### src/rtl/nfc_pkg.sv
// -----------------------------------------------------------------------------
// nfc_pkg
// Shared definitions for the ISO14443A PCD->PICC transmit framer:
//   - state_t     : framer state encoding (CRC states only present when
//                   NFC_TX_CRC_EN is defined)
//   - miller_t    : Modified-Miller symbol codes X / Y / Z
//   - CRC_A_INIT / CRC_A_POLY : CRC_A seed and reflected polynomial
//   - odd_parity(): ISO14443A odd parity bit for one byte
// Build option: `define NFC_TX_CRC_EN to enable CRC_A append.
// -----------------------------------------------------------------------------
package nfc_pkg;

    typedef enum logic [2:0] {
        ST_IDLE   = 3'd0,
        ST_SOF    = 3'd1,
        ST_DATA   = 3'd2,
`ifdef NFC_TX_CRC_EN
        ST_CRC_LO = 3'd3,
        ST_CRC_HI = 3'd4,
`endif
        ST_EOF0   = 3'd5,
        ST_EOF1   = 3'd6,
        ST_GAP    = 3'd7
    } state_t;

    // X: pause in second half, Y: no pause, Z: pause at symbol start
    typedef enum logic [1:0] {
        MILLER_X = 2'd0,
        MILLER_Y = 2'd1,
        MILLER_Z = 2'd2
    } miller_t;

    localparam logic [15:0] CRC_A_INIT = 16'h6363;
    localparam logic [15:0] CRC_A_POLY = 16'h8408;

    // Odd parity: the 9-bit character always carries an odd number of ones
    function automatic logic odd_parity(input logic [7:0] b);
        return ~^b;
    endfunction

endpackage

### src/rtl/nfc_crc_a.sv
// -----------------------------------------------------------------------------
// nfc_crc_a
// Byte-wide CRC_A (ISO14443A) accumulator, reflected form, LSB first.
// Only compiled when NFC_TX_CRC_EN is defined.
// Ports:
//   clk      in   system clock
//   rstn     in   synchronous active-low reset (crc returns to CRC_A_INIT)
//   clear    in   restart from CRC_A_INIT; combined with byte_en the byte is
//                 folded into the fresh seed
//   byte_en  in   fold byte_in into the running CRC
//   byte_in  in   data byte
//   crc      out  current CRC, updated the cycle after byte_en
// -----------------------------------------------------------------------------
`ifdef NFC_TX_CRC_EN
module nfc_crc_a
    import nfc_pkg::*;
(
    input  logic        clk,
    input  logic        rstn,
    input  logic        clear,
    input  logic        byte_en,
    input  logic [7:0]  byte_in,
    output logic [15:0] crc
);

    logic [15:0] r_crc;
    logic [15:0] w_base;

    function automatic logic [15:0] crc_a_byte(input logic [15:0] c,
                                               input logic [7:0]  b);
        logic [15:0] v;
        v = c ^ {8'h00, b};
        for (int i = 0; i < 8; i++) begin
            v = v[0] ? ((v >> 1) ^ CRC_A_POLY) : (v >> 1);
        end
        return v;
    endfunction

    // First byte of a frame is folded into the seed, not the stale CRC
    assign w_base = clear ? CRC_A_INIT : r_crc;

    always_ff @(posedge clk) begin
        if (!rstn) begin
            r_crc <= CRC_A_INIT;
        end else if (byte_en) begin
            r_crc <= crc_a_byte(w_base, byte_in);
        end else if (clear) begin
            r_crc <= CRC_A_INIT;
        end
    end

    assign crc = r_crc;

endmodule
`endif

### src/rtl/nfc_tx_framer.sv
// -----------------------------------------------------------------------------
// nfc_tx_framer
// ISO14443A reader-to-card transmit framer (106 kbit/s, Modified Miller).
// Drains the TX byte FIFO through a ready/valid handshake, sends
// SOF, data bytes (LSB first + odd parity), optional CRC_A, EOF, then holds
// off for a guard gap.
// Build option: NFC_TX_CRC_EN -- append CRC_A (low byte first) after the last
// data byte. Undefined: no CRC logic or CRC states.
// Parameters:
//   BIT_CYCLES   clocks per symbol (even, >= 8)
//   PAUSE_CYCLES carrier pause length (< BIT_CYCLES/2)
//   GAP_CYCLES   idle clocks after EOF before the next frame
// Ports:
//   clk          in   system clock
//   rstn         in   synchronous active-low reset
//   in_rdy       out  byte can be accepted this cycle (combinational)
//   in_en        in   FIFO output valid
//   in_data      in   [7:0] byte, [8] last byte of frame
//   tx_pause     out  1 = carrier paused (registered)
//   busy         out  frame in progress incl. gap (registered)
//   err_underrun out  one-cycle pulse: FIFO empty mid-frame (registered)
// -----------------------------------------------------------------------------
module nfc_tx_framer
    import nfc_pkg::*;
#(
    parameter int BIT_CYCLES   = 128,
    parameter int PAUSE_CYCLES = 40,
    parameter int GAP_CYCLES   = 1024
) (
    input  logic       clk,
    input  logic       rstn,
    output logic       in_rdy,
    input  logic       in_en,
    input  logic [8:0] in_data,
    output logic       tx_pause,
    output logic       busy,
    output logic       err_underrun
);

    localparam int CNT_W = $clog2(BIT_CYCLES);
    localparam int GAP_W = $clog2(GAP_CYCLES + 1);
    localparam int HALF  = BIT_CYCLES / 2;

    state_t           r_state;
    state_t           w_state_nxt;
    logic [CNT_W-1:0] r_cnt;
    logic [CNT_W-1:0] w_cnt_nxt;
    logic [GAP_W-1:0] r_gap_cnt;
    logic [GAP_W-1:0] w_gap_cnt_nxt;
    logic [3:0]       r_bit_idx;
    logic [3:0]       w_bit_idx_nxt;
    logic [8:0]       r_shift;
    logic [8:0]       w_shift_nxt;
    logic             r_prev_zero;
    logic             w_prev_zero_nxt;
    logic             r_last;
    logic             w_last_nxt;
    logic             r_tx_pause;
    logic             r_busy;
    logic             r_err;

    logic             w_in_rdy;
    logic             w_pause_nxt;
    logic             w_err_nxt;
    logic             w_load_byte;
    logic             w_sym_end;
    logic             w_byte_end;
    logic             w_cnt_run;
    miller_t          w_sym;
    miller_t          w_data_sym;

`ifdef NFC_TX_CRC_EN
    logic [15:0]      w_crc;
    logic             w_crc_clear;

    // A byte accepted in IDLE starts a new frame, so the CRC restarts with it
    assign w_crc_clear = w_load_byte && (r_state == ST_IDLE);

    nfc_crc_a u_crc (
        .clk     (clk),
        .rstn    (rstn),
        .clear   (w_crc_clear),
        .byte_en (w_load_byte),
        .byte_in (in_data[7:0]),
        .crc     (w_crc)
    );
`endif

    // Pause window of a symbol as a function of the symbol clock index
    function automatic logic miller_pause(input miller_t s,
                                          input logic [CNT_W-1:0] c);
        logic p;
        p = 1'b0;
        case (s)
            MILLER_Z: p = (c < CNT_W'(PAUSE_CYCLES));
            MILLER_X: p = (c >= CNT_W'(HALF)) &&
                          (c <  CNT_W'(HALF + PAUSE_CYCLES));
            default:  p = 1'b0;
        endcase
        return p;
    endfunction

    assign w_sym_end  = (r_cnt == CNT_W'(BIT_CYCLES - 1));
    assign w_byte_end = w_sym_end && (r_bit_idx == 4'd8);

    // A zero after a zero (or after SOF) needs a pause to stay decodable
    assign w_data_sym = r_shift[0]  ? MILLER_X :
                        r_prev_zero ? MILLER_Z : MILLER_Y;

    // State register and control
    always_ff @(posedge clk) begin
        if (!rstn) begin
            r_state     <= ST_IDLE;
            r_cnt       <= '0;
            r_gap_cnt   <= '0;
            r_bit_idx   <= '0;
            r_prev_zero <= 1'b1;
            r_last      <= 1'b0;
            r_tx_pause  <= 1'b0;
            r_busy      <= 1'b0;
            r_err       <= 1'b0;
        end else begin
            r_state     <= w_state_nxt;
            r_cnt       <= w_cnt_nxt;
            r_gap_cnt   <= w_gap_cnt_nxt;
            r_bit_idx   <= w_bit_idx_nxt;
            r_prev_zero <= w_prev_zero_nxt;
            r_last      <= w_last_nxt;
            r_tx_pause  <= w_pause_nxt;
            r_busy      <= (w_state_nxt != ST_IDLE);
            r_err       <= w_err_nxt;
        end
    end

    // Shift register is pure data: always overwritten on load
    always_ff @(posedge clk) begin
        r_shift <= w_shift_nxt;
    end

    // Next-state and symbol generation
    always_comb begin
        w_state_nxt     = r_state;
        w_gap_cnt_nxt   = '0;
        w_bit_idx_nxt   = r_bit_idx;
        w_shift_nxt     = r_shift;
        w_prev_zero_nxt = r_prev_zero;
        w_last_nxt      = r_last;
        w_in_rdy        = 1'b0;
        w_err_nxt       = 1'b0;
        w_load_byte     = 1'b0;
        w_cnt_run       = 1'b0;
        w_sym           = MILLER_Y;

        case (r_state)
            ST_IDLE: begin
                w_in_rdy = 1'b1;
                if (in_en) begin
                    w_load_byte = 1'b1;
                    w_state_nxt = ST_SOF;
                end
            end

            ST_SOF: begin
                w_cnt_run = 1'b1;
                w_sym     = MILLER_Z;
                if (w_sym_end) begin
                    // SOF counts as a logic 0 for the first data bit
                    w_prev_zero_nxt = 1'b1;
                    w_state_nxt     = ST_DATA;
                end
            end

            ST_DATA: begin
                w_cnt_run = 1'b1;
                w_sym     = w_data_sym;
                if (w_sym_end) begin
                    w_shift_nxt     = {1'b0, r_shift[8:1]};
                    w_bit_idx_nxt   = r_bit_idx + 4'd1;
                    w_prev_zero_nxt = ~r_shift[0];
                end
                if (w_byte_end) begin
                    if (r_last) begin
`ifdef NFC_TX_CRC_EN
                        w_shift_nxt   = {odd_parity(w_crc[7:0]), w_crc[7:0]};
                        w_bit_idx_nxt = 4'd0;
                        w_state_nxt   = ST_CRC_LO;
`else
                        w_state_nxt   = ST_EOF0;
`endif
                    end else begin
                        // Handoff on the final parity clock keeps symbols contiguous
                        w_in_rdy = 1'b1;
                        if (in_en) begin
                            w_load_byte = 1'b1;
                        end else begin
                            w_err_nxt   = 1'b1;
                            w_state_nxt = ST_EOF0;
                        end
                    end
                end
            end

`ifdef NFC_TX_CRC_EN
            ST_CRC_LO: begin
                w_cnt_run = 1'b1;
                w_sym     = w_data_sym;
                if (w_sym_end) begin
                    w_shift_nxt     = {1'b0, r_shift[8:1]};
                    w_bit_idx_nxt   = r_bit_idx + 4'd1;
                    w_prev_zero_nxt = ~r_shift[0];
                end
                if (w_byte_end) begin
                    w_shift_nxt   = {odd_parity(w_crc[15:8]), w_crc[15:8]};
                    w_bit_idx_nxt = 4'd0;
                    w_state_nxt   = ST_CRC_HI;
                end
            end

            ST_CRC_HI: begin
                w_cnt_run = 1'b1;
                w_sym     = w_data_sym;
                if (w_sym_end) begin
                    w_shift_nxt     = {1'b0, r_shift[8:1]};
                    w_bit_idx_nxt   = r_bit_idx + 4'd1;
                    w_prev_zero_nxt = ~r_shift[0];
                end
                if (w_byte_end) begin
                    w_state_nxt = ST_EOF0;
                end
            end
`endif

            ST_EOF0: begin
                w_cnt_run = 1'b1;
                w_sym     = r_prev_zero ? MILLER_Z : MILLER_Y;
                if (w_sym_end) begin
                    w_prev_zero_nxt = 1'b1;
                    w_state_nxt     = ST_EOF1;
                end
            end

            ST_EOF1: begin
                w_cnt_run = 1'b1;
                w_sym     = MILLER_Y;
                if (w_sym_end) begin
                    w_state_nxt = ST_GAP;
                end
            end

            ST_GAP: begin
                if (r_gap_cnt == GAP_W'(GAP_CYCLES - 1)) begin
                    w_state_nxt = ST_IDLE;
                end else begin
                    w_gap_cnt_nxt = r_gap_cnt + GAP_W'(1);
                end
            end

            default: begin
                w_state_nxt = ST_IDLE;
            end
        endcase

        // A newly accepted byte replaces whatever the symbol engine computed
        if (w_load_byte) begin
            w_shift_nxt   = {odd_parity(in_data[7:0]), in_data[7:0]};
            w_bit_idx_nxt = 4'd0;
            w_last_nxt    = in_data[8];
        end

        w_cnt_nxt   = (w_cnt_run && !w_sym_end) ? (r_cnt + CNT_W'(1)) : '0;
        w_pause_nxt = miller_pause(w_sym, r_cnt);
    end

    assign in_rdy       = w_in_rdy;
    assign tx_pause     = r_tx_pause;
    assign busy         = r_busy;
    assign err_underrun = r_err;

endmodule
### config.mk
export PLATFORM = sky130hd
export DESIGN_NAME = nfc_tx_framer
export DESIGN_NICKNAME = d
export VERILOG_FILES = /design/src/rtl/nfc_pkg.sv /design/src/rtl/nfc_crc_a.sv /design/src/rtl/nfc_tx_framer.sv
export SDC_FILE = /design/constraint.sdc
export NUM_CORES = 1
export LEC_CHECK = 0
export CORE_MARGIN = 1
export CORE_UTILIZATION = 39
export DETAILED_ROUTE_END_ITERATION = 8
export GPL_ROUTABILITY_DRIVEN = 0
export GPL_TIMING_DRIVEN = 0
export PLACE_DENSITY = 0.6
export SLEW_MARGIN = 20
export SYNTH_ARGS = -nofsm -noshare
export SYNTH_HDL_FRONTEND = slang
export SYNTH_SLANG_ARGS = --single-unit
### constraint.sdc
create_clock -name clk -period 2 [get_ports clk]
set_input_delay 0.3 -clock clk [delete_from_list [all_inputs] [get_ports clk]]
set_output_delay 0.3 -clock clk [all_outputs]
set_load 0.05 [all_outputs]
==> results of run 1 <==
area by class of cell:
class	instances	area (um^2)
Sequential cell	39	878.3
Buffer	2	22.52
Inverter	12	47.55
Clock inverter	2	36.28
Clock buffer	6	93.84
Fill cell	450	2336
Tap cell	67	83.83
Multi-Input combinational cell	146	1114
Timing Repair Buffer	18	173.9
state kept, by name, summed over array words and instances (netlist names):
signal,cells
tx_pause,1
err_underrun,1
busy,1
r_cnt,7
r_last,1
r_gap_cnt,11
r_shift,9
r_bit_idx,4
r_state,3
r_prev_zero,1
metal layers:
layer / global-route usage, % / vias to the layer above
li1: - / 738
met1: 20.59 / 635
met2: 21.60 / 22
met3: 3.729 / 6
met4: 7.407 / 0
met5: 0 / -
power groups by stage:
stage	registers, uW	logic (uW)	clock network [uW]
after floorplan	893	166	0
after global placement	883	245	0
after detailed placement	883	246	0
after CTS	866	245	746
after global routing	872	278	786
final	868	254	730
worst paths after layout:
check	slack, ns	to	cells after the start	startpoint
worst max register to register	0.05	r_shift[4]$_DFFE_PP_	7	r_state[0]$_SDFF_PN0_
worst min register to register	0.46	r_cnt[0]$_SDFF_PN0_	1	r_cnt[0]$_SDFF_PN0_
worst min-delay path	0.46	r_cnt[0]$_SDFF_PN0_	1	r_cnt[0]$_SDFF_PN0_
worst max-delay path	0.05	r_shift[4]$_DFFE_PP_	7	r_state[0]$_SDFF_PN0_
cells in the final DEF, fill, tap and decap left out, drive strengths merged, types with 4 or more instances in the layout:
cell type,instances
clkbuf,6
nand2,15
buf,6
dfxtp,30
xor2,11
a21oi,7
mux2,8
o21ai,6
nand3,13
nor3,4
ha,9
inv,13
xnor2,11
clkdlybuf4s50,14
nor2,29
edfxtp,9
worst max-delay path, stage by stage (launching register included):
cell	delay [ns]
dfxtp_2	0.36
inv_4	0.09
ha_4	0.18
nand3b_4	0.10
o41ai_4	0.38
nand2_2	0.12
buf_6	0.17
mux2_4	0.30
stage by stage:
stage | TNS [ns] | cell area [um^2] | instances | total power [uW]
2_1_floorplan | -4.367 | 2037 | 199 | 1058
3_3_place_gp | -0.2652 | 2271 | 281 | 1128
3_5_place_dp | -0.2438 | 2271 | 281 | 1129
4_1_cts | 0 | 2399 | 289 | 1857
5_1_grt | 0 | 2450 | 292 | 1936
6_report | 0 | 2450 | 292 | 1852
repair_timing:
item	CTS	global route
buffers inserted	0	3
pin swaps	0	3
setup endpoints to repair	1	18
gates resized for setup	6	8
hold endpoints to repair	0	0
cells by family (layout without fill, tap and decap cells):
group           count (synthesis)  in the layout
mux                             9              9
xor+xnor                       22             22
compound gates                 23             23
simple gates                   83             83
fa+ha+maj                       9              9
buf+inv                        14             40
flops                          39             39
==> run metrics, run 1 <==
Max Used Layer met4; final hold vios 0; most common cell in the netlist dfxtp_1; mux share of post-synthesis cell area 6.262%; Reg clk slew, reported paths 0.08 ns; Critical Path AT 1.99 ns; WP data required 2.04 ns; Setup crit end kind flip-flop; worst-margin pin slew 0.6590 ns; clock sinks 39; Syn-to-layout area delta 25.11%; Hold Path Class flip-flop to flip-flop; Worst Path Max Fanout 10; Root Buffer clkbuf_8; fmax 512.9 MHz; CTS H-tree depth 2; Main synth FF type dfxtp_1; Synth Area in XOR/XNOR 9.840%; Net Sw Frac 22.99%; hold_buf cts 0; Synth Area in Compound Gates 8.051%; initial antenna violation count 0; largest net degree at the start of global routing 14; combinational share of power 13.7%; hpwl dp 2.493 mm; #FFs+latches synth 39; Core ar. 0.004786 mm^2; ratio of cells with drive above 1 in the final layout 20.89%; NetSw 425.8 uW; final WL 3.431 mm; Int Pwr 1426 uW; RSZ-0062 raised after global routing false; simple-gate share of the synthesized area 22.17%; Clk Latency, worst-skew pair 0.29 ns; total grt overflow 0; final period utilization 97.48%; IO Count 16; Finished Core Util 51.19%; Post-synth EDFFs 9; CTS buffer count 5; Tmin final 1.950 ns; port bufs 15; fin nets 245; startpoint types flip-flop; Synth area leader dfxtp_1; Final setup viols 0; top post-synthesis cells by area dfxtp_1, edfxtp_1, ha_1; adder-cell share of the synthesized area 5.751%; Clock Skew 0.006043 ns; vias in the first global route 1309; Avg Inst Size Synth 9.840 um^2; 1st-iter DRT viols 52; Die Wd 72.86 um; CTS Buffer Depth 2; number of vias per cell 4.798; Synth Warn # 0; Clock power frac 39.4%; first-pass GRT wire length 5.982 mm; GRT Total Usage 14.91%; VDD IR max 0.0003477 V; sequential power share 46.9%; Placement Setup Slack -0.2438 ns; Distinct cells, synth 44; Detail Route met3 WL 105 um; status completed; pwr/cell area 756.0 mW/mm^2; CTS tree done; largest family of logic cells by synthesized area simple AND/OR/NAND/NOR gates; sequential cell area fraction in the yosys report 44.47%; met2 WL 1.437 mm; most frequent cells after synthesis dfxtp_1, nor2_1, nand2_1, inv_1, nand3_1; routed vias 1401; DIE HEIGHT 72.86 um; M1 WL 1.836 mm; Post-Syn Area 0.001958 mm^2; worst setup margin 0.05035 ns; Max-slew headroom 55.73%; WL/cell 11.75 um; Antenna Nets Post-Route 0; max-cap violation count 0; DRT Pass-1 Iters 5; DRC Markers 0; share of the synthesized area in the top cell type 30.67%; initial core utilization 40.92%; ys async rst share 0%; Setup Crit Path Kind flip-flop to flip-flop; die footprint 0.005308 mm^2; Slew Limit Fails 0; P_leak 0.0009087 uW; # rows 25; Post-Syn Instances 199; Net Count, Synth 220; antenna diode instance count 0; worst hold slack 0.4574 ns
Power figures use the tool's default switching activity.
==> run 2: changes to the inputs <==
Settings changed: CORE_UTILIZATION 39 to 51, PLACE_DENSITY 0.6 to 0.75.
==> run metrics, run 2 (synthesis gave the netlist of run 1 again) <==
status completed (unchanged); Clock Skew 0.008010 ns (was 0.006043 ns); initial antenna violation count 0 (unchanged); Most flops, register r_gap_cnt (unchanged); fmax 517.9 MHz (was 512.9 MHz); Worst Hold End r_gap_cnt[10]$_SDFF_PP0_ (was r_cnt[0]$_SDFF_PN0_); VDD IR max 0.0004922 V (was 0.0003477 V); number of vias per cell 5.399 (was 4.798); CTS Buffer Depth 2 (unchanged); Hold Path Class flip-flop to flip-flop (unchanged); DRT Pass-1 Iters 4 (was 5); number of flip-flops in the largest register 11 (unchanged); largest net degree at the start of global routing 13 (was 14); Root Buffer clkbuf_8 (unchanged); DRC Markers 0 (unchanged); CTS H-tree depth 2 (unchanged); worst r2r dst r_shift[7]$_DFFE_PP_ (was r_shift[4]$_DFFE_PP_); hold_buf cts 0 (unchanged); CP cell instances ha_4 > nand3_4 > o41ai_4 > buf_4 (was inv_4 > ha_4 > nand3b_4 > o41ai_4 > nand2_2 > buf_6 > mux2_4); Max-slew headroom 59.66% (was 55.73%); routed vias 1463 (was 1401); TNS Setup 0 ns (unchanged); port bufs 15 (unchanged); DIE HEIGHT 63.97 um (was 72.86 um); WP data required 1.70 ns (was 2.04 ns); NetSw 412.0 uW (was 425.8 uW); Critical Path AT 1.63 ns (was 1.99 ns); R2R Setup Slk 0.07 ns (was 0.05 ns); Reg2Reg Launch Point r_state[1]$_SDFF_PN0_ (was r_state[0]$_SDFF_PN0_); die footprint 0.004092 mm^2 (was 0.005308 mm^2); Worst Path Max Fanout 9 (was 10); biggest regs r_gap_cnt: 11 flops, r_shift: 9 flops, r_cnt: 7 flops (unchanged); ratio of cells with drive above 1 in the final layout 19.28% (was 20.89%); most frequent cells in the layout nor2_1, dfxtp_1, clkdlybuf4s50_1, nand3_1, nand2_1 (unchanged); slowest CP cell o41ai_4 (unchanged); FF-to-FF path depth 7 (unchanged); max-cap violation count 0 (unchanged); fin nets 243 (was 245); first-pass GRT wire length 6.072 mm (was 5.982 mm); # rows 22 (was 25); Net Sw Frac 23.04% (was 22.99%); final period utilization 96.55% (was 97.48%); fillcell total 297 (was 450); Clk Latency, worst-skew pair 0.29 ns (about the same); combinational share of power 14.1% (was 13.7%); startpoint types flip-flop (unchanged); fin cells 271 (was 292); Tmin final 1.931 ns (was 1.950 ns); total grt overflow 0 (unchanged); Int Pwr 1377 uW (was 1426 uW); hpwl dp 2.622 mm (was 2.493 mm); CTS buffer count 5 (unchanged); placed cell count 262 (was 281); commonest non-fill, non-tap cell in the layout nor2_1 (unchanged); Setup crit end kind output port (was flip-flop); CTS tree done (unchanged); Slew Limit Fails 0 (unchanged); IO Count 16 (unchanged); final hold vios 0 (unchanged); Setup Crit Path Kind flip-flop to output port (was flip-flop to flip-flop); pwr/cell area 753.1 mW/mm^2 (was 756.0 mW/mm^2); 1st-iter DRT viols 48 (was 52); GRT Total Usage 19.31% (was 14.91%); vias in the first global route 1392 (was 1309); Final setup viols 0 (unchanged); Core ar. 0.003661 mm^2 (was 0.004786 mm^2); Syn-to-layout area delta 21.28% (was 25.11%); final WL 3.501 mm (was 3.431 mm); peak per-stage delay on the critical path 0.39 ns (was 0.38 ns); Antenna Nets Post-Route 0 (unchanged); Die Wd 63.97 um (was 72.86 um); antenna diode instance count 0 (unchanged); Hold Startpoint r_gap_cnt[10]$_SDFF_PP0_ (was r_cnt[0]$_SDFF_PN0_); clock sinks 39 (unchanged); worst-margin pin slew 0.6004 ns (was 0.6590 ns); WL/cell 12.92 um (was 11.75 um); initial core utilization 53.49% (was 40.92%); Clock power frac 37.4% (was 39.4%); Hold Path Cell Cnt 2 (was 1); P_leak 0.0008520 uW (was 0.0009087 uW); Reg clk slew, reported paths 0.08 ns (about the same); RSZ-0062 raised after global routing true (was false); sequential power share 48.5% (was 46.9%)
## run 2: stage by stage
stage	area, um^2	hold WS [ns]	utilization, %	total power (uW)	worst slack (ns)
floorplan	2037	0.3762	-	1058	-0.3064
global placement	2247	0.4349	61.38	1122	-0.2213
detailed placement	2247	0.4429	61.38	1131	-0.2251
CTS	2362	0.4549	64.52	1807	0.03375
global route	2375	0.4789	64.87	1858	-0.005184
finish	2375	0.4517	64.87	1789	0.06909
## run 2: critical path, delay by kind of cell, from the launching register on
kind	cells	cell delay, ns
adders and majority gates	1	0.16
AOI/OAI and AO/OA	1	0.39
buffers and inverters	1	0.26
and+or+nand+nor	1	0.15
DFF	1	0.38
## run 2: metal layers
layer	track usage (%)	share of wire [%]	wire length [um]
met3	4.821	4.9	172
met1	23.73	46	1597
met4	8.523	2.1	74
met2	31.78	47	1657
met5	0	0	0
## run 2: how the worst max path moves through the flow
stage | depth (start not counted) | start | end | slack [ns]
after floorplan | 6 | r_cnt[1]$_SDFF_PN0_ | r_shift[2]$_DFFE_PP_ | -0.31
after global placement | 5 | r_state[0]$_SDFF_PN0_ | in_rdy | -0.22
after detailed placement | 4 | r_cnt[0]$_SDFF_PN0_ | in_rdy | -0.23
after CTS | 7 | r_state[0]$_SDFF_PN0_ | r_shift[6]$_DFFE_PP_ | 0.03
after global routing | 4 | r_cnt[0]$_SDFF_PN0_ | in_rdy | -0.005
final | 4 | r_cnt[0]$_SDFF_PN0_ | in_rdy | 0.07
## run 2: layout make-up
| cell class | count | area (um^2) | area share, % |
|---|---|---|---|
| multi-input cells | 146 | 1097 | 46.21 |
| clock buffers | 6 | 82.58 | 3.477 |
| flip-flops and latches | 39 | 877.1 | 36.93 |
| well taps | 48 | 60.06 | 2.529 |
| plain buffers | 2 | 22.52 | 0.9484 |
| clock inverters | 2 | 35.03 | 1.475 |
| inverters | 12 | 45.04 | 1.897 |
| repair buffers | 16 | 155.1 | 6.533 |
## run 2: timing repair
action | in CTS | in global routing
gates resized for setup | 6 | 2
endpoints found under the setup margin | 1 | 17
setup buffers | 0 | 1
pin swaps | 0 | 1
## run 2: power by group through the flow
stage	Sequential [uW]	Clock, uW	Combinational, uW
2_1_floorplan	893	0	166
3_3_place_gp	883	0	239
3_5_place_dp	884	0	247
4_1_cts	867	693	247
5_1_grt	872	713	272
6_report	868	669	252
==> run 3: changes to the inputs <==
Settings changed: CORE_UTILIZATION 51 to 54, CTS_BUF_LIST from default to sky130_fd_sc_hd__clkbuf_8, HOLD_SLACK_MARGIN from default to 0.12, PLACE_DENSITY 0.75 to 0.79.
==> run metrics, run 3 (synthesis gave the netlist of run 1 again) <==
Tmin final 1.934 ns (was 1.931 ns); Most flops, register r_gap_cnt (unchanged); largest net degree at the start of global routing 12 (was 13); hpwl dp 2.698 mm (was 2.622 mm); Reg clk slew, reported paths 0.07 ns (was 0.08 ns); CTS Buffer Depth 2 (unchanged); Final setup viols 0 (unchanged); Root Buffer clkbuf_8 (unchanged); fmax 517.2 MHz (was 517.9 MHz); final period utilization 96.68% (was 96.55%); final hold vios 0 (unchanged); IO Count 16 (unchanged); final WL 3.617 mm (was 3.501 mm); RSZ-0062 raised after global routing false (was true); Core ar. 0.003416 mm^2 (was 0.003661 mm^2); VDD IR max 0.0005006 V (was 0.0004922 V); worst-margin pin slew 0.5720 ns (was 0.6004 ns); Hold Path Class flip-flop to flip-flop (unchanged); DRT Pass-1 Iters 4 (unchanged); initial antenna violation count 0 (unchanged); WL/cell 13.25 um (was 12.92 um); biggest regs r_gap_cnt: 11 flops, r_shift: 9 flops, r_cnt: 7 flops (unchanged); CP most frequent cell or3_1; Clock Skew 0.006889 ns (was 0.008010 ns); Slew Limit Fails 0 (unchanged); number of vias per cell 5.447 (was 5.399); GRT Total Usage 20.24% (was 19.31%); P_leak 0.0008629 uW (was 0.0008520 uW); initial core utilization 57.33% (was 53.49%); most frequent cells in the layout nor2_1, dfxtp_1, clkdlybuf4s50_1 (was nor2_1, dfxtp_1, clkdlybuf4s50_1, nand3_1, nand2_1); Placement Setup Slack -0.2437 ns (was -0.2251 ns); die footprint 0.003871 mm^2 (was 0.004092 mm^2); Clk Latency, worst-skew pair 0.29 ns (about the same); placed cell count 260 (was 262); Setup crit end kind flip-flop (was output port); routed vias 1487 (was 1463); clock sinks 39 (unchanged); worst hold slack 0.4566 ns (was 0.4517 ns); first-pass GRT wire length 6.161 mm (was 6.072 mm); fin cells 273 (was 271); pwr/cell area 680.6 mW/mm^2 (was 753.1 mW/mm^2); slowest CP cell or3_4 (was o41ai_4); DIE HEIGHT 62.22 um (was 63.97 um); 1st-iter DRT viols 133 (was 48); Max-slew headroom 61.57% (was 59.66%); port bufs 15 (unchanged); worst setup margin 0.06647 ns (was 0.06909 ns); Finished Core Util 69.38% (was 64.87%); ratio of cells with drive above 1 in the final layout 20.26% (was 19.28%); Worst Path Max Fanout 6 (was 9); total grt overflow 0 (unchanged); TNS Setup 0 ns (unchanged); fin nets 247 (was 243); Setup Crit Path Kind flip-flop to flip-flop (was flip-flop to output port); Die Wd 62.22 um (was 63.97 um); commonest non-fill, non-tap cell in the layout nor2_1 (unchanged); number of flip-flops in the largest register 11 (unchanged); Top Family by Delay on Critical Path simple AND/OR/NAND/NOR gates (was compound AO/OA/AOI/OAI gates); max-cap violation count 0 (unchanged); peak per-stage delay on the critical path 0.43 ns (was 0.39 ns); Critical Path AT 2.17 ns (was 1.63 ns); CTS H-tree depth 2 (unchanged); status completed (unchanged); CTS buffer count 5 (unchanged); CTS tree done (unchanged); # rows 21 (was 22); CP cell instances inv_4 > ha_4 > nand3b_2 > or3_4 > or3_1 > a21oi_2 > or3_1 (was ha_4 > nand3_4 > o41ai_4 > buf_4); startpoint types flip-flop (unchanged); WP data required 2.23 ns (was 1.70 ns); Crit path buffers/inverters 1 (unchanged); antenna diode instance count 0 (unchanged); Antenna Nets Post-Route 0 (unchanged); DRC Markers 0 (unchanged); vias in the first global route 1390 (was 1392); Syn-to-layout area delta 21.02% (was 21.28%)
## run 3: changes by cell type in the layout (fill, tap and decap cells not counted), sizes merged
| cell | previous run | this run |
|---|---|---|
| clkbuf | 6 | 5 |
| buf | 4 | 8 |
| bufinv | 1 | 0 |
| clkinv | 1 | 0 |
| inv | 12 | 15 |
## run 3: cell type report
cell class,instances,area (um^2)
multi-input cells,146,1099
clock inverters,3,11.26
plain buffers,2,22.52
well taps,46,57.56
repair buffers,20,185.2
flip-flops and latches,39,878.3
fillers,250,1046
inverters,12,47.55
clock buffers,5,68.82
## run 3: repair_timing
| item | CTS | global route |
|---|---|---|
| gates resized for setup | 6 | 6 |
| setup endpoints to repair | 1 | 19 |
| hold buffers | 0 | 0 |
| setup buffers | 0 | 5 |
| pin swaps | 0 | 2 |
## run 3: power by group
part / leakage [uW] / switching (uW) / internal, uW
registers: 0.000332 / 20.9 / 849
logic: 0.000479 / 128 / 125
clock network: 0.0000519 / 257 / 232
## run 3: path summary, 6_finish.rpt
path	start	to	slack, ns	cells after the start
worst max-delay path	r_state[0]$_SDFF_PN0_	busy$_SDFF_PN0_	0.07	7
worst min-delay path	r_cnt[0]$_SDFF_PN0_	r_cnt[0]$_SDFF_PN0_	0.46	1
worst max register to register	r_state[0]$_SDFF_PN0_	busy$_SDFF_PN0_	0.07	7
worst min register to register	r_cnt[0]$_SDFF_PN0_	r_cnt[0]$_SDFF_PN0_	0.46	1
## run 3: metal layers
| metal | vias to the layer above | part of all wire, % | GRT usage (%) |
|---|---|---|---|
| met5 | - | 0 | 0 |
| met4 | 0 | 1.9 | 6.977 |
| met3 | 8 | 5.1 | 5.699 |
| met2 | 48 | 48 | 32.83 |
| met1 | 686 | 45 | 25.78 |
| li1 | 745 | - | - |
## run 3: worst register-to-register path: cells and delay by family, from the launching register on
family / cells / cell delay, ns
AO/OA/AOI/OAI: 1 / 0.17
adder cells (fa/ha/maj): 1 / 0.16
AND/OR/NAND/NOR: 4 / 1.10
flip-flops: 1 / 0.37
buffers and inverters: 1 / 0.09
## run 3: stage by stage
stage	power, uW	cell area, um^2
global route	1678	2370
finish	1613	2370
CTS	1615	2322
global placement	1122	2245
detailed placement	1132	2245
floorplan	1058	2037
